## src/rtl/hall_res_if.sv

```systemverilog
// hall_res_if: result handshake between the Hall scan scheduler and its consumer
// Signals: valid/ready handshake, id = motor index of the result, cnt = edge count.
// Modports: master drives the result (scheduler), slave accepts it (consumer).
interface hall_res_if #(
    parameter int ID_W  = 2,
    parameter int CNT_W = 8
);
    logic             valid;
    logic             ready;
    logic [ID_W-1:0]  id;
    logic [CNT_W-1:0] cnt;
    modport master (output valid, id, cnt, input ready);
    modport slave  (input valid, id, cnt, output ready);
endinterface

```

## src/rtl/hall_scan_scheduler.sv

```systemverilog
// hall_scan_scheduler: round-robin Hall edge-rate measurement sharing one window timer and one edge counter
// Ports: clk/rst   clock and synchronous active-high reset
//        en_i      scan enable
//        h_all_i   raw asynchronous Hall pins, motor i on bits [3i+2:3i]
//        res       result handshake (valid/ready, id, cnt), master side
//        speed_o   last accepted count per motor, motor i on bits [CNT_W*i +: CNT_W]
//        ovf_o     sticky per-motor flag: a window count saturated
//        busy_o    scheduler not idle
module hall_scan_scheduler #(
    parameter int N_MOTORS = 4,
    parameter int WINDOW   = 1250,
    parameter int CNT_W    = 8
) (
    input  logic                      clk,
    input  logic                      rst,
    input  logic                      en_i,
    input  logic [3*N_MOTORS-1:0]     h_all_i,
    hall_res_if.master                res,
    output logic [CNT_W*N_MOTORS-1:0] speed_o,
    output logic [N_MOTORS-1:0]       ovf_o,
    output logic                      busy_o
);
    localparam int IDX_W = (N_MOTORS > 1) ? $clog2(N_MOTORS) : 1;
    localparam int WIN_W = $clog2(WINDOW);

    typedef enum logic [1:0] {IDLE, SETTLE, MEASURE, REPORT} state_t;

    state_t                           state_q, state_d;
    logic [3*N_MOTORS-1:0]            h_s1_q, h_s2_q;
    logic [IDX_W-1:0]                 idx_q, idx_d;
    logic [2:0]                       prev_q, prev_d;
    logic [WIN_W-1:0]                 win_q, win_d;
    logic [CNT_W-1:0]                 cnt_q, cnt_d;
    logic [N_MOTORS-1:0]              ovf_q, ovf_d;
    logic [N_MOTORS-1:0][CNT_W-1:0]   speed_q, speed_d;
    logic [2:0]                       cur_h;
    logic                             win_last;
    logic                             xfer;

    // Only the synchronized Hall state of the motor currently being scanned is observed
    assign cur_h    = h_s2_q[3*idx_q +: 3];
    assign win_last = win_q == WIN_W'(WINDOW - 1);
    assign xfer     = (state_q == REPORT) && res.ready;

    always_ff @(posedge clk) begin
        if (rst) begin
            state_q <= IDLE;
            h_s1_q  <= '0;
            h_s2_q  <= '0;
            idx_q   <= '0;
            prev_q  <= '0;
            win_q   <= '0;
            cnt_q   <= '0;
            ovf_q   <= '0;
            speed_q <= '0;
        end else begin
            state_q <= state_d;
            h_s1_q  <= h_all_i;
            h_s2_q  <= h_s1_q;
            idx_q   <= idx_d;
            prev_q  <= prev_d;
            win_q   <= win_d;
            cnt_q   <= cnt_d;
            ovf_q   <= ovf_d;
            speed_q <= speed_d;
        end
    end

    always_comb begin
        state_d = state_q;
        case (state_q)
            IDLE:    state_d = en_i ? SETTLE : IDLE;
            SETTLE:  state_d = MEASURE;
            MEASURE: state_d = win_last ? REPORT : MEASURE;
            REPORT:  state_d = res.ready ? (en_i ? SETTLE : IDLE) : REPORT;
            default: state_d = IDLE;
        endcase
    end

    always_comb begin
        busy_o    = state_q != IDLE;
        res.valid = state_q == REPORT;
        res.id    = idx_q;
        res.cnt   = cnt_q;
        speed_o   = speed_q;
        ovf_o     = ovf_q;
    end

    // Counter is frozen outside MEASURE, so the reported count stays stable under backpressure
    always_comb begin
        idx_d   = idx_q;
        prev_d  = prev_q;
        win_d   = win_q;
        cnt_d   = cnt_q;
        ovf_d   = ovf_q;
        speed_d = speed_q;
        if (state_q == SETTLE) begin
            prev_d = cur_h;
            win_d  = '0;
            cnt_d  = '0;
        end
        if (state_q == MEASURE) begin
            prev_d = cur_h;
            win_d  = win_q + 1'b1;
            if (cur_h != prev_q) begin
                if (cnt_q == {CNT_W{1'b1}})
                    ovf_d[idx_q] = 1'b1;
                else
                    cnt_d = cnt_q + 1'b1;
            end
        end
        if (xfer) begin
            speed_d[idx_q] = cnt_q;
            idx_d          = (idx_q == IDX_W'(N_MOTORS - 1)) ? '0 : idx_q + 1'b1;
        end
    end
endmodule

```

## src/flat_wrapper.sv

```systemverilog
// flat-port wrapper written by rule: the top's interface ports become plain ports
module hall_scan_scheduler_flat 
#(
    parameter int N_MOTORS = 4,
    parameter int WINDOW   = 1250,
    parameter int CNT_W    = 8
)
  (clk, rst, en_i, h_all_i, speed_o, ovf_o, busy_o, res_valid, res_id, res_cnt, res_ready);
  hall_res_if #(.ID_W(2), .CNT_W(CNT_W)) res_i ();
  input  logic clk;
  input  logic rst;
  input  logic en_i;
  input  logic [3*N_MOTORS-1:0] h_all_i;
  output logic [CNT_W*N_MOTORS-1:0] speed_o;
  output logic [N_MOTORS-1:0] ovf_o;
  output logic busy_o;
  output wire logic [$bits(res_i.valid)-1:0] res_valid;
  output wire logic [$bits(res_i.id)-1:0] res_id;
  output wire logic [$bits(res_i.cnt)-1:0] res_cnt;
  input wire logic [$bits(res_i.ready)-1:0] res_ready;
  assign res_valid = res_i.valid;
  assign res_id = res_i.id;
  assign res_cnt = res_i.cnt;
  assign res_i.ready = res_ready;
  hall_scan_scheduler #(.N_MOTORS(N_MOTORS), .WINDOW(WINDOW), .CNT_W(CNT_W)) u_core (.clk(clk), .rst(rst), .en_i(en_i), .h_all_i(h_all_i), .res(res_i), .speed_o(speed_o), .ovf_o(ovf_o), .busy_o(busy_o));
endmodule
```

## config.mk

```make
export PLATFORM = sky130hd
export DESIGN_NAME = hall_scan_scheduler_flat
export DESIGN_NICKNAME = d
export VERILOG_FILES = /design/src/rtl/hall_res_if.sv /design/src/rtl/hall_scan_scheduler.sv /design/src/flat_wrapper.sv
export SDC_FILE = /design/constraint.sdc
export NUM_CORES = 1
export LEC_CHECK = 0
export ABC_CLOCK_PERIOD_IN_PS = 6100
export BUFFER_PORTS_ARGS = -buffer_cell sky130_fd_sc_hd__buf_4
export CORE_MARGIN = 3
export CORE_UTILIZATION = 40
export CTS_CLUSTER_DIAMETER = 30
export DETAILED_ROUTE_END_ITERATION = 12
export PLACE_DENSITY = 0.67
export SLEW_MARGIN = 0
export SYNTH_ARGS = -nofsm -noshare
export SYNTH_HDL_FRONTEND = slang
export SYNTH_SLANG_ARGS = --single-unit
```

## constraint.sdc

```tcl
create_clock -name clk -period 6.1 [get_ports clk]
set_input_delay 0.61 -clock clk [delete_from_list [all_inputs] [get_ports clk]]
set_output_delay 0.61 -clock clk [all_outputs]
set_load 0.02 [all_outputs]
```

==> out/results.ini <==
[outcome]
status = complete, no violations

[yosys]
ys_warn_count = 0
ys_top_cells_by_area = dfxtp_1, a21oi_1, nand3_1
syn_inst = 374
async_flop_share = 0
synth_area_leader_cell = dfxtp_1
synth_cell_types = 41
synth_top_area_frac = 0.503
synth_edf_count = 0
synth_area_per_cell_um2 = 9.16
syn_nets = 402
syn-cell-area_um2 = 3430
ys_ff_latch = 86
yosys_most_used_dff = dfxtp_1
ys_seq_area_frac = 0.503

[finish]
insertedDiodeCount = 0
drive_gt1_frac = 0.194
fin_nets = 450
multi_input_area_um2 = 1560
seq_area_um2 = 1720
nFillCells = 814
syn2layout_area_growth_pct = 21.6

[cts]
cts_resized = 0
tritoncts = built
postCtsHoldBufs = 0
cts_root_buf = clkbuf_8
post-cts-setup-buffers = 0
clkTransAtPathRegs_ns = 0.08
clock-sinks = 86
cts_made_buffers = 9
cts_max_level = 3
cts_buffer_depth = 2
clock_latency_ns = 0.35

[setup_path]
crit_chain = mux4_1 > xor2_1 > o31a_1 > nand2_1 > a41o_1
worstSetupEndpointType = flop
critical_path.top_delay_family = compound AO/OA/AOI/OAI gates
r2r-start = u_core.res.id[0]$_SDFFE_PP0P_
crit_type = flop to flop
worstReg2RegEnd = u_core.res.cnt[5]$_SDFF_PP0_
crit_buf_inv = 0
critPathSlowestCell = mux4_1
worstPathArrival_ns = 2.61
reg2reg_setup_slack_ns = 3.74
critPathRequiredTime_ns = 6.34
worst-path-max-fanout = 10
crit_path_max_incr_delay_ns = 0.64
reg2reg_depth = 5
start_kind = flop

[place]
gp_congestion = 0.772
post-dp-hpwl_mm = 5.03
portBuffers = 63

[timing]
rsz0062_at_grt = no
fmax_ghz = 0.423
finalSetupViolCount = 0
slew_headroom = 0.507
hold_viol = 0
period_needed_ns = 2.36
slew_violations = 0
clock_skew_ns = 0.00792
worst_pin_slew_ns = 0.740
setup_tns_ns = 0
fin_crit_sh = 0.387

[drt]
firstDrtPassIters = 4
viasPerCell = 5.20
wl_per_cell_um = 14.1
vias = 2766
drc_errors = 0
postRouteAntennaNets = 0
drt_iter0_drc = 115
wirelength_mm = 7.48

[grt]
grt_pass1_vias = 2516
grt-ovfl-total = 0
grt.total_usage = 0.156
grt_pass1_wl_mm = 12.4
grt_max_degree = 76
antenna_found_initial = 0

[pwr]
powerDensity_nw_per_um2 = 261
peakVddDrop_mv = 0.175
p_leak_nw = 1.63
power_mw = 1.09

[worst_hold_path]
holdPathEnd = u_core.h_s2_q[10]$_SDFF_PP0_
hold_depth = 1
min_from = u_core.h_s1_q[10]$_SDFF_PP0_
hp-class = flop to flop

[floorplan]
start_util = 0.415
io_pins = 64
core_area_um2 = 8260
die_area_um2 = 9710
die_w_um = 98.5
die_y_um = 98.5
rows = 33

[flow_run]
maxCapViolCount = 0

[per-stage QoR]
step,utilization,setup slack [ns],hold WS (ns),std cells,cell area [um^2]
finish,0.504,3.74,0.442,532,4170
global route,0.504,3.57,0.457,532,4170
CTS,0.504,3.73,0.446,532,4170
detailed placement,0.475,3.75,0.426,516,3930
global placement,0.475,3.80,0.425,516,3930
floorplan,-,3.87,0.414,374,3430
[cell type report]
class,count,area share
clock inverters,5,0.0258
flip-flops and latches,86,0.413
multi-input cells,252,0.374
well taps,105,0.0315
repair buffers,64,0.115
clock buffers,11,0.0315
inverters,9,0.00811
[worst max path at each step]
stage | cells after the start | slack, ns | endpoint | from
after detailed placement | 5 | 3.75 | u_core.res.cnt[5]$_SDFF_PP0_ | u_core.res.id[0]$_SDFFE_PP0P_
after CTS | 5 | 3.73 | u_core.res.cnt[5]$_SDFF_PP0_ | u_core.res.id[0]$_SDFFE_PP0P_
after floorplan | 7 | 3.87 | u_core.res.cnt[5]$_SDFF_PP0_ | u_core.res.id[0]$_SDFFE_PP0P_
after global placement | 5 | 3.80 | u_core.res.cnt[5]$_SDFF_PP0_ | u_core.res.id[0]$_SDFFE_PP0P_
final | 5 | 3.74 | u_core.res.cnt[5]$_SDFF_PP0_ | u_core.res.id[0]$_SDFFE_PP0P_
after global routing | 5 | 3.57 | u_core.res.cnt[5]$_SDFF_PP0_ | u_core.res.id[0]$_SDFFE_PP0P_
[kinds of logic (layout without fill, tap and decap cells)]
| family | Yosys count | after routing | synth area share |
|---|---|---|---|
| AOI/OAI and AO/OA | 65 | 65 | 0.122 |
| xor gates and xnor gates | 13 | 13 | 0.0354 |
| adders and majority gates | 12 | 12 | 0.0438 |
| buffers and inverters | 36 | 89 | 0.0424 |
| DFF | 86 | 86 | 0.503 |
| muxes | 6 | 6 | 0.0296 |
| and+or+nand+nor | 156 | 156 | 0.224 |
[flip-flops by register name, indices dropped and copies added, names as in the netlist, 3 cells and up]
signal,cells
u_core.prev_q,3
u_core.ovf_o,4
u_core.res.cnt,8
u_core.win_q,11
u_core.h_s1_q,12
u_core.speed_o,32
u_core.h_s2_q,12
[per-layer routing]
layer | GRT usage | routed length (um) | vias up
met5 | 0 | 0 | -
met4 | 0.0567 | 119 | 0
met3 | 0.0304 | 417 | 10
met2 | 0.241 | 3490 | 78
met1 | 0.218 | 3460 | 1308
li1 | - | - | 1370
[report_power, final]
part           leakage [nW]  internal [mW]  switching (mW)
Sequential            0.698          0.569         0.00287
Clock                 0.118          0.274           0.200
Combinational         0.817         0.0178          0.0242
[synthesized netlist by cell type, types with 2 or more instances]
library cell and n:
nor2b_1 28, nand2_1 47, a32o_1 4, a41o_1 2, dfxtp_1 86, mux2i_1 3, nand2b_1 2, buf_1 4
xnor2_1 2, nand3_1 41, nor3_1 4, a211oi_1 2, clkbuf_1 20, or3_1 4, mux4_2 2, nand4_1 2
xor2_1 10, and2_1 2, and3_1 5, nor2_1 17, a21oi_1 41, inv_1 8, ha_1 12, o211ai_1 8
buf_2 2
[cells in the final DEF (no fill, tap or decap), types with 2 or more instances in the layout]
master and n:
a211oi_1 2, a21oi_1 41, a32o_1 4, a41o_1 2
and2_1 2, and3_1 5, buf_4 64, bufinv_16 3
clkbuf_1 2, clkbuf_8 9, clkinv_4 2, dfxtp_1 86
ha_1 12, inv_1 8, mux2i_1 3, mux4_2 2
nand2_1 47, nand2b_1 2, nand3_1 41, nand4_1 2
nor2_1 17, nor2b_1 28, nor3_1 4, o211ai_1 8
or3_1 4, xnor2_1 2, xor2_1 10
No activity file was read; power rests on OpenSTA's default activity.
